## src/rtl/mw_add_seq.sv

```systemverilog
// mw_add_seq: sequential multi-word adder front-end.
// Operand words arrive least-significant first over WORDS beats; each accepted
// beat does one W-bit add with the carry chained through a register, and the
// sum word is presented on a one-entry registered valid/ready output.
// Optional feature macro: MW_ADD_OVF_EN adds out_ovf (signed overflow of the
// full-width result, reported on the last word).
module mw_add_seq #(
    parameter int W     = 32,
    parameter int WORDS = 4
) (
    input  logic         clk,
    input  logic         rst,
    input  logic         clr,
    input  logic         in_valid,
    output logic         in_ready,
    input  logic [W-1:0] in_a,
    input  logic [W-1:0] in_b,
    output logic         out_valid,
    input  logic         out_ready,
    output logic [W-1:0] out_sum,
    output logic         out_last,
    output logic         out_cout
`ifdef MW_ADD_OVF_EN
    ,
    output logic         out_ovf
`endif
);

    localparam int CW = (WORDS > 1) ? $clog2(WORDS) : 1;

    // One W-bit add with carry-in, result carried at W+1 bits
    function automatic logic [W:0] add_word(input logic [W-1:0] a,
                                            input logic [W-1:0] b,
                                            input logic         cin);
        add_word = {1'b0, a} + {1'b0, b} + {{W{1'b0}}, cin};
    endfunction

    logic [CW-1:0] r_cnt;
    logic          r_carry;
    logic [W-1:0]  r_sum;
    logic          r_valid;
    logic          r_last;
    logic          r_cout;

    logic          w_accept;
    logic          w_cin;
    logic          w_last;
    logic [W:0]    w_full;

    // Single output register: a beat may enter whenever the slot is empty or
    // is being drained in this same cycle.
    assign in_ready = !r_valid || out_ready;
    assign w_accept = in_valid && in_ready;

    // Beat 0 of every operation starts with carry-in 0 so a previous
    // operation's carry can never leak into the next one.
    assign w_cin  = (r_cnt == '0) ? 1'b0 : r_carry;
    assign w_last = (r_cnt == CW'(WORDS - 1));
    assign w_full = add_word(in_a, in_b, w_cin);

`ifdef MW_ADD_OVF_EN
    logic r_ovf;
    logic w_msb_cin;

    // Carry into the MSB recovered from the sum bit and the two operand bits
    assign w_msb_cin = w_full[W-1] ^ in_a[W-1] ^ in_b[W-1];
    assign out_ovf   = r_ovf;

    // Overflow flag register, loaded with the sum word and cleared by reset/abort
    always_ff @(posedge clk) begin
        if (rst || clr) begin
            r_ovf <= 1'b0;
        end else if (w_accept) begin
            r_ovf <= w_last & (w_msb_cin ^ w_full[W]);
        end
    end
`endif

    // Beat counter, carry chain and output register; abort drops any
    // beat offered in the same cycle
    always_ff @(posedge clk) begin
        if (rst || clr) begin
            r_cnt   <= '0;
            r_carry <= 1'b0;
            r_sum   <= '0;
            r_valid <= 1'b0;
            r_last  <= 1'b0;
            r_cout  <= 1'b0;
        end else if (w_accept) begin
            r_sum   <= w_full[W-1:0];
            r_valid <= 1'b1;
            r_last  <= w_last;
            r_cout  <= w_last & w_full[W];
            r_carry <= w_full[W];
            r_cnt   <= w_last ? '0 : r_cnt + CW'(1);
        end else if (out_ready) begin
            r_valid <= 1'b0;
        end
    end

    assign out_valid = r_valid;
    assign out_sum   = r_sum;
    assign out_last  = r_last;
    assign out_cout  = r_cout;

endmodule
```

## config.mk

```make
export PLATFORM = sky130hd
export DESIGN_NAME = mw_add_seq
export DESIGN_NICKNAME = d
export VERILOG_FILES = /design/src/rtl/mw_add_seq.sv
export SDC_FILE = /design/constraint.sdc
export NUM_CORES = 1
export LEC_CHECK = 0
export ABC_AREA = 1
export CAP_MARGIN = 5
export CORE_AREA = 2 2 110 112
export CTS_BUF_LIST = sky130_fd_sc_hd__clkbuf_4 sky130_fd_sc_hd__clkbuf_8
export DETAILED_ROUTE_END_ITERATION = 8
export DIE_AREA = 0 0 112 114
export PLACE_DENSITY = 0.69
export SLEW_MARGIN = 20
export SYNTH_ARGS = -nofsm -noshare
export SYNTH_HDL_FRONTEND = slang
export SYNTH_SLANG_ARGS = --single-unit
```

## constraint.sdc

```tcl
create_clock -name clk -period 2.8 [get_ports clk]
set_input_delay 0.56 -clock clk [delete_from_list [all_inputs] [get_ports clk]]
set_output_delay 0.56 -clock clk [all_outputs]
set_load 0.005 [all_outputs]
```

==> summary.md <==
| Metric | Value |
|---|---|
| Share of Yosys cell area claimed by the top area cell type | 0.229 |
| Core Region | 11700 um^2 |
| Post-synthesis cell count | 722 |
| DR iter-0 viols | 170 |
| Routability cong. | 0.894 |
| Area grow syn2layout | 34.2% |
| # H-tree levels | 2 |
| Commonest cells post-synth | nand2_1, inv_1, nor2_1, nand3_1, dfxtp_1 |
| Cell variety after synth | 34 |
| Worst-path clk slew | 0.08 ns |
| CTS root buf | clkbuf_8 |
| Worst min path class | reg2reg |
| Die Wd | 112 um |
| Gr usage total | 0.177 |
| Max VDD drop | between 0.0002 and 0.00025 V |
| Initial Util | 0.338 |
| Largest net degree at the start of global routing | 57 |
| Gr ovfl total | 0 |
| Mapped Avg Cell Area | 5.48 um^2 |
| Yosys top cell by area | nand2_1 |
| CP required | roughly 3.0 ns |
| Setup crit start kind | flip-flop |
| CP Capture Type | flip-flop |
| Critical Path AT | 2.72 ns |
| Via count | 4281 |
| Number of iterations in the first detailed-routing pass | 4 |
| # IOs | 105 |
| WHS | 0.471 ns |
| Cell with the most instances after synthesis | nand2_1 |
| Crit share post-route | 0.906 |
| RSZ-0062 raised after global routing | false |
| Slew Viols, Final | 0 |
| Power density cells | 331 nW/um^2 |
| CTS Sinks | 38 |
| Post-synth top flop | dfxtp_1 |
| Leak | about 0.0030 uW |
| Cell total after placement | 971 |
| Sequential fraction of the synthesis area | 0.192 |
| Initial antenna violation count | 0 |
| Minimum clock period | between 2 and 3 ns |
| Routed Antenna Nets | 0 |
| Final setup violation count | 0 |
| Max Clock Skew | 0.00859 ns |
| Post-DP HPWL | 9.18 mm |
| Final Non-Filler Cells | 979 |
| DRC violations left | 0 |
| Asr flop ratio synth | 0 |
| Synth Cell Area | 3960 um^2 |
| Post-Route WL | 10.9 mm |
| Worst slew pin tran | approximately 0.34 ns |
| Worst-Skew Late Latency | 0.29 ns |
| Slew HR | 0.771 |
| FMAX | between 0.3 and 0.4 GHz |
| Crit Path Class | reg2reg |
| PortBufs | roughly 100 |
| Share of layout cells above drive strength 1 | 0.0553 |
| Die H | 114 um |
| Synthesis Warnings | 0 |
| Die area | 12800 um^2 |
| Drt wl/cell | 11.1 um |
| Antenna diode count | 0 |
| Vias in the first global route | 4091 |
| Status | finished, final reports clean |
| Site row count | 40 |
| Max cap viols | 0 |
| Final Net Count | 935 |
| Max Root-Sink Buffers | 2 |
| Global-route wire length before repair | 18.6 mm |
| Number of enable flip-flop cells after synthesis | 0 |
| Crit Path Max Fanout | 3 |
| Yosys reg bits | 38 |
| Synth area leaders | nand2_1, dfxtp_1, inv_1 |
| CTS hold repair buffers | 0 |
| Post-Syn Nets | around 830 |
| CTS tree | done |
| CTS Buf Count | 5 |
| FILL cells | ~1300 |
| Hold Fails Final Rpt | 0 |
| Vias per inst | 4.37 |
[cell type report]
type,count,area (um^2),share of cell area
Sequential cell,38,762,0.144
Tap cell,147,184,0.0346
Inverter,160,601,0.113
Timing Repair Buffer,112,1110,0.210
Clock inverter,2,12.5,0.00236
Multi-Input combinational cell,514,2550,0.481
Clock buffer,6,82.6,0.0156
[per-stage QoR]
stage	cell area (um^2)	worst slack (ns)	TNS [ns]	util	power [uW]
2_1_floorplan	3960	0.285	0	-	1070
3_3_place_gp	5200	-0.0824	-0.471	0.444	1360
3_5_place_dp	5200	-0.130	-1.06	0.444	1360
4_1_cts	5300	0.0459	0	0.452	1770
5_1_grt	5310	0.0189	0	0.453	1900
6_report	5310	0.263	0	0.453	1760
[worst max-delay path: stages (launching register included)]
cell	delay [ns]
dfxtp_2	0.35
inv_1	0.05
ha_1	0.18
or2_2	0.30
fa_2	0.37
fa_2	0.36
inv_1	0.08
buf_4	0.11
nand2_1	0.05
nand3_1	0.09
nand2_1	0.07
nand2_2	0.11
nand2_1	0.08
nand3_1	0.07
nand3_1	0.07
nand2_1	0.06
inv_1	0.04
[layout by cell type, fill, tap and decap left out, types with 2 or more instances in the layout]
cell type,instances
o21ai_1,4
nand4_1,2
o21bai_2,2
a21oi_1,28
nor2_2,4
xor2_1,11
nand2_2,12
nand3_1,40
fa_2,2
inv_1,157
nor3_1,2
clkdlybuf4s50_1,104
clkbuf_8,6
buf_4,7
o21ai_0,16
nor2_1,101
ha_1,33
inv_2,3
o21bai_1,2
dfxtp_1,37
nand2_1,241
[kinds of logic after synthesis]
family | count (synthesis) | share of synthesized area
compound gates | 57 | 0.0797
flops | 38 | 0.192
buf+inv | 170 | 0.165
fa+ha+maj | 35 | 0.115
xor+xnor | 12 | 0.0266
simple gates | 410 | 0.422
[power breakdown]
part / internal (uW) / switching (uW)
Combinational: 342 / 431
Sequential: 568 / 15.1
Clock: 198 / 203
[what timing repair did]
item	4_1_cts	5_1_grt
setup endpoints to repair	0	14
setup buffers	0	0
gates resized for setup	0	4
[sequential cells by signal, indices dropped and copies added (netlist names)]
signal / count
r_carry: 1
out_last: 1
out_cout: 1
r_cnt: 2
out_valid: 1
out_sum: 32
[path summary, 6_finish.rpt]
path                            slack, ns             startpoint                       end  cells after the start
worst min register to register       0.47  out_last$_SDFFE_PP0P_     out_last$_SDFFE_PP0P_                      2
worst max-delay path                 0.26  r_cnt[0]$_SDFFE_PP0P_  out_sum[30]$_SDFFE_PP0P_                     16
worst min-delay path                 0.47  out_last$_SDFFE_PP0P_     out_last$_SDFFE_PP0P_                      2
worst max register to register       0.26  r_cnt[0]$_SDFFE_PP0P_  out_sum[30]$_SDFFE_PP0P_                     16
[layer usage]
layer / part of all wire / routed length, um / global-route usage
met5: 0 / 0 / 0
met4: 0.012 / 127 / 0.0382
met3: 0.061 / 666 / 0.0244
met2: 0.45 / 4940 / 0.308
met1: 0.47 / 5150 / 0.234
No activity file was read; power rests on OpenSTA's default activity.
